## config.mk

```make
export PLATFORM = sky130hd
export DESIGN_NAME = uart_receiver
export DESIGN_NICKNAME = d
export VERILOG_FILES = /design/src/rtl/uart_receiver.sv
export SDC_FILE = /design/constraint.sdc
export NUM_CORES = 1
export LEC_CHECK = 0
export CORE_MARGIN = 3
export CORE_UTILIZATION = 37
export CTS_CLUSTER_SIZE = 16
export DETAILED_ROUTE_END_ITERATION = 10
export PLACE_DENSITY = 0.67
export SLEW_MARGIN = 20
export SYNTH_ARGS = -nofsm -noshare
export SYNTH_HDL_FRONTEND = slang
export SYNTH_SLANG_ARGS = --single-unit
```

## constraint.sdc

```tcl
create_clock -name sysclk -period 2.7 [get_ports sysclk]
set_input_delay 0.405 -clock sysclk [delete_from_list [all_inputs] [get_ports sysclk]]
set_output_delay 0.405 -clock sysclk [all_outputs]
set_load 0.05 [all_outputs]
```

## src/rtl/uart_receiver.sv

```systemverilog
// UART receiver: 8N1 frames, OVERSAMPLE sysclk cycles per bit, one-cycle data/error pulses.
// Optional macro UART_RX_MAJORITY_EN: 2-of-3 majority vote around every sample point.
module uart_receiver #(
    parameter int OVERSAMPLE = 16,
    parameter int CNT_W      = 8
) (
    input  logic       sysclk,
    input  logic       reset,
    input  logic       UART_RX,
    output logic [7:0] RX_DATA,
    output logic       RX_STATUS,
    output logic       RX_ERR
);

    typedef enum logic [2:0] {
        S_IDLE,
        S_START,
        S_DATA,
        S_STOP,
        S_BREAK
    } state_t;

    localparam logic [CNT_W-1:0] CNT_MID  = CNT_W'(OVERSAMPLE / 2 - 1);
    localparam logic [CNT_W-1:0] CNT_LAST = CNT_W'(OVERSAMPLE - 1);

    state_t             r_state;
    state_t             w_next;
    logic               r_sync1;
    logic               r_sync2;
    logic [CNT_W-1:0]   r_cnt;
    logic [2:0]         r_idx;
    logic [7:0]         r_shift;
    logic [7:0]         r_data;
    logic               r_status;
    logic               r_err;
    logic               w_rxs;
    logic               w_tick;
    logic               w_sample;

    always_ff @(posedge sysclk or negedge reset) begin
        if (!reset) begin
            r_sync1 <= 1'b1;
            r_sync2 <= 1'b1;
        end else begin
            r_sync1 <= UART_RX;
            r_sync2 <= r_sync1;
        end
    end

    assign w_rxs  = r_sync2;
    assign w_tick = (r_cnt == CNT_MID);

`ifdef UART_RX_MAJORITY_EN
    logic r_rxs_d;

    always_ff @(posedge sysclk or negedge reset) begin
        if (!reset) r_rxs_d <= 1'b1;
        else        r_rxs_d <= w_rxs;
    end

    // r_sync1 is the value rxs takes on the next cycle, giving the +1 sample
    // without shifting the decision edge relative to the single-sample build.
    assign w_sample = (r_rxs_d & w_rxs) | (r_rxs_d & r_sync1) | (w_rxs & r_sync1);
`else
    assign w_sample = w_rxs;
`endif

    always_ff @(posedge sysclk or negedge reset) begin
        if (!reset) r_state <= S_IDLE;
        else        r_state <= w_next;
    end

    always_comb begin
        w_next = r_state;
        case (r_state)
            S_IDLE:  if (!w_rxs) w_next = S_START;
            S_START: if (w_tick) w_next = w_sample ? S_IDLE : S_DATA;
            S_DATA:  if (w_tick && r_idx == 3'd7) w_next = S_STOP;
            S_STOP:  if (w_tick) w_next = w_sample ? S_IDLE : S_BREAK;
            S_BREAK: if (w_rxs) w_next = S_IDLE;
            default: w_next = S_IDLE;
        endcase
    end

    always_ff @(posedge sysclk or negedge reset) begin
        if (!reset) begin
            r_cnt    <= '0;
            r_idx    <= 3'd0;
            r_shift  <= 8'h00;
            r_data   <= 8'h00;
            r_status <= 1'b0;
            r_err    <= 1'b0;
        end else begin
            r_status <= 1'b0;
            r_err    <= 1'b0;
            // Counter is held at 0 in IDLE, so the falling-edge cycle is T0.
            if (r_state == S_IDLE || r_cnt == CNT_LAST) r_cnt <= '0;
            else                                        r_cnt <= r_cnt + CNT_W'(1);

            if (w_tick) begin
                case (r_state)
                    S_START: r_idx <= 3'd0;
                    S_DATA: begin
                        r_shift[r_idx] <= w_sample;
                        r_idx          <= r_idx + 3'd1;
                    end
                    S_STOP: begin
                        if (w_sample) begin
                            r_data   <= r_shift;
                            r_status <= 1'b1;
                        end else begin
                            r_err <= 1'b1;
                        end
                    end
                    default: ;
                endcase
            end
        end
    end

    assign RX_DATA   = r_data;
    assign RX_STATUS = r_status;
    assign RX_ERR    = r_err;

endmodule

```

# [After elaboration in Yosys (flattened, before gate mapping)]
# Index checks and enable logic that the tools add are counted.
[totals] ff_bits=34 word_cells=53
[op_classes] muxes=19 addsub=2 magnitude_cmp=2 reduce_logical=9 n_eq_ne=12
[op_table] operator="$mux 3" n=6
[op_table] operator="$pmux 3 s5" n=1
[op_table] operator="$ne 2x2->1 const B" n=5
[op_table] operator="$add 8x1->8 const B" n=1
[op_table] operator="$bwmux 8" n=1
[op_table] operator="$eq 8x3->1 const B" n=1
[op_table] operator="$eq 8x4->1 const B" n=1
[op_table] operator="$mux 8" n=1
[op_table] operator="$mux 1" n=7
[op_table] operator="$eq 3x2->1 const B" n=2
[op_table] operator="$eq 3x3->1 const B" n=2
[op_table] operator="$pmux 3 s2" n=1
[op_table] operator="$reduce_and 5->1" n=1
[op_table] operator="$lt 3x4->1 const B" n=1
[op_table] operator="$reduce_and 2->1" n=2
[op_table] operator="$add 3x1->3 const B" n=1
[op_table] operator="$demux 1 s3" n=1
[op_table] operator="$eq 3x1->1 const B" n=1
[op_table] operator="$ge 3x1->1 const B" n=1
[op_table] operator="$logic_not 3->1" n=1
[op_table] operator="$reduce_and 3->1" n=1
[op_table] operator="$logic_and 1x1->1" n=2
[op_table] operator="$mux 2" n=1
[op_table] operator="$reduce_bool 2->1" n=1
[op_table] operator="$logic_or 1x1->1" n=1

# [Longest topological paths before layout]
[depth] ltp_word=5 mapped_depth=5

# [Least setup slack after synthesis]
# Ideal clock, no wire load.
[synth_path] kind="register -> register" start="register r_cnt[0]" end="register r_idx[1]" stages_incl_launch_ff=6 t_arrival_ps=1477 n_path_buf=1 required_ps=2576 slack_ps=1099 path_cell_list="dfrtp_1 -> ha_1 -> and4bb_2 -> buf_6 -> o2111ai_1 -> a211o_1"
[synth_between] elab_chain_cells=2
[synth_lines] item="start, declared" line_no="30" text="logic [CNT_W-1:0] r_cnt;"
[synth_lines] item="start signal, assigned" line_no="98" text="else r_cnt <= r_cnt + CNT_W'(1);"
[synth_lines] item="$eq 8x3->1" line_no="51" text="assign w_tick = (r_cnt == CNT_MID);"
[synth_lines] item="$reduce_and 2->1 (no source line)"
[synth_lines] item="end signal, assigned" line_no="105" text="r_idx <= r_idx + 3'd1;"
[synth_lines] item="end, declared" line_no="31" text="logic [2:0] r_idx;"
# No other way between the ends.
# A chain may end at the register's enable or synchronous reset.

# [Worst setup path after layout]
[layout_path] start="register r_data[6], in the netlist RX_DATA[6]" end="output RX_DATA[6]"
[layout_rtl] item="start, declared" line_no="33" text="logic [7:0] r_data;"
[layout_rtl] item="start signal, assigned" line_no="109" text="r_data <= r_shift;"
[layout_rtl] item="end, declared" line_no="10" text="output logic [7:0] RX_DATA,"
# No word-level cell between the ends.

==> run summary <==
Period minus WS final -> 1.843 ns
Gate power share -> 24.6%
Critical Path RT -> 2.30 ns
RSZ-0062 raised after global routing -> false
Final Max Slew Viols -> 0
DR vias/cell -> 5.696
Vias post-DR -> 1162
Num Clock Sinks -> 34
Main area contributors after synthesis -> dfrtp_1 (48%), mux2_2 (11%), dfstp_2 (3.1%)
Vias in the first global route -> 1162
Total setup buffers inserted after CTS -> 0
Number of synthesized flops with an enable pin -> 0
R2R depth -> 4
Largest net degree at the start of global routing -> 35
Reg power frac -> 49.0%
Full die area -> 0.005390 mm²
CTS Root Cell -> clkbuf_8
Met3 routed WL -> 131 µm
Final period util -> 68.25%
Leakage Power -> 0.8284 nW
Slowest stage cell, crit path -> clkdlybuf4s50_1
Most instantiated cells after synthesis -> dfrtp_1 (32), mux2_2 (17), nand4_1 (7), a21oi_1 (6), nor2_1 (6)
Yosys cell types -> 43
Routed length on met2 -> 1.534 mm
CTS tree -> done
NumNets Final -> 159
Worst reg2reg startpoint -> r_cnt[0]$_DFF_PN0_
DRT antenna net count -> 0
Max cap viols -> 0
Final instance area -> 0.001927 mm²
# port buffers -> 12
Crit Path Class -> flip-flop to primary output
Placed cells -> 196
Routed wire length -> 3.240 mm
Wirelength per Cell -> 15.88 µm
Overall Global Routing Usage -> 13.45%
Residual DRC -> 0
Switching share of power -> 33.30%
Grt ovf -> 0
Row count -> 23
Worst Hold Depth -> 0
Cell area after synthesis -> 0.001682 mm²
Worst slew margin -> 66.63%
Hold WC Path Type -> flip-flop to flip-flop
Cell taking the most area after synthesis -> dfrtp_1
Layout cell share with drive strength beyond 1 -> 23.38%
Kind of cell adding the most delay to the critical path -> buffers and inverters
Fill cells -> 374
Wl on met1 -> 1.504 mm
Post-Layout Cell Count -> 204
First-pass detailed-route iteration total -> 4
RePlAce Congestion -> 0.7598
Critical Path Stages -> 1
Worst clock skew -> 0.006703 ns
WP buf/inv -> 1
Least-Margin Pin Slew -> 0.4991 ns
DIE HEIGHT -> 73.42 µm
FF+latch count, synth -> 34
CP Max Fanout -> 2
Min-delay src -> r_sync1$_DFF_PN1_
I/O pin cnt -> 13
Initial DRC Count -> 51
Top layer in use -> met4
Net switching power -> 480.8 µW
N_diodes -> 0
Post_cts resized -> 0
Die X -> 73.42 µm
Clk buf depth -> 2
Initial antenna violation count -> 0
Synth top area share -> 47.62%
Peak supply drop -> 254.3 µV
Core Area -> 0.004202 mm²
Fmax -> 542.7 MHz
Synth Instances -> 140
Slowest stage delay, CP -> 0.81 ns
Count leader, synth -> dfrtp_1
Internal power -> 962.9 µW
Placed cell areas -> 0.001836 mm²
Post-synth ARST share -> 100.0%
Clock-pin slew on the worst setup and hold paths -> 0.07 ns
CTS H-tree depth -> 2
CTS Buf Count -> 5
Clock Power Share -> 26.4%
# setup viols final -> 0
Final Hold Viols -> 0
Sequential area share after synthesis -> 50.74%
Main flop type after synthesis -> dfrtp_1
Hold_buf cts -> 0
Clk_lat worst skew -> 0.28 ns
Starting Density -> 40.02%
CP Capture Type -> primary output
Area Overhead vs Synth -> 14.58%
First-pass GRT wire length -> 5.437 mm
YS warnings -> 0
CP cell instances -> clkdlybuf4s50_1
Setup TNS -> 0 ns
Syn_nets -> 146
CP Launch Type -> flip-flop
Status -> complete, no violations
DP Wirelength -> 2.269 mm
Crit. Startpoint -> RX_DATA[6]$_DFFE_PN0P_
CP arrival -> 1.44 ns
Pwr/cell area -> 749.3 mW/mm²
Syn avg cell area -> 12.01 µm²
==> registers in the layout (all words and copies together) (netlist names) <==
name       count
RX_DATA        8
r_cnt          8
r_shift        8
r_idx          3
r_state        3
RX_ERR         1
RX_STATUS      1
r_sync1        1
r_sync2        1
==> routing by layer <==
metal / vias up / global-route usage [%]
met5: - / 0
met4: 0 / 6.036
met3: 8 / 3.283
met2: 19 / 22.34
met1: 574 / 16.47
li1: 561 / -
==> per-stage QoR <==
step                utilization (%)  worst slack [ns]  power (mW)  hold slack [ns]
floorplan                         -             1.099      0.9827           0.1094
global placement              43.69            0.9845       1.029           0.3464
detailed placement            43.69            0.9187       1.072           0.3519
CTS                           45.86            0.8337       1.455           0.3609
global route                  45.86            0.7925       1.529           0.3690
finish                        45.86            0.8573       1.444           0.3592
==> cell usage in the layout (no fill, tap or decap), types with 4 or more instances in the layout <==
cell	n
mux2_2	17
nand2_1	4
or3_1	5
clkbuf_8	6
nand4b_1	4
a21oi_1	6
clkdlybuf4s50_1	12
nor2_1	6
nand3_1	5
nand4_1	7
dfrtp_1	32
==> power by group through the flow <==
stage                     Clock [mW]  Combinational (mW)  Sequential (mW)
after floorplan                    0               0.325            0.657
after global placement             0               0.329            0.700
after detailed placement           0               0.358            0.714
after CTS                      0.390               0.361            0.705
after global routing           0.408               0.399            0.723
final                          0.381               0.356            0.708
==> worst paths after layout <==
check                      slack, ns                      to
hold / removal                  0.36       r_sync2$_DFF_PN1_
setup reg to reg                0.90    r_idx[2]$_DFFE_PN0P_
max in group asynchronous       1.83       r_sync1$_DFF_PN1_
setup / recovery                0.86              RX_DATA[6]
min in group asynchronous       0.53  r_shift[4]$_DFFE_PN0P_
hold reg to reg                 0.36       r_sync2$_DFF_PN1_
==> cells by family (layout without fill, tap and decap cells) <==
group           count (synthesis)  count (layout)  synth area share (%)
flops                          34              34                 50.74
compound gates                 17              17                 6.697
xor+xnor                        1               1                0.5209
mux                            17              17                 11.38
buf+inv                        10              24                 2.827
simple gates                   58              58                 25.59
fa+ha+maj                       3               3                 2.232
==> area by class of cell <==
| cell class | count | area [µm²] | area share, % |
|---|---|---|---|
| Multi-Input combinational cell | 96 | 780.7 | 40.52 |
| Timing Repair Buffer | 13 | 127.6 | 6.623 |
| Tap cell | 50 | 62.56 | 3.247 |
| Inverter | 3 | 11.26 | 0.5844 |
| Clock inverter | 1 | 5.005 | 0.2597 |
| Sequential cell | 34 | 853.3 | 44.29 |
| Clock buffer | 7 | 86.33 | 4.481 |
(Power assumes the default switching activity.)
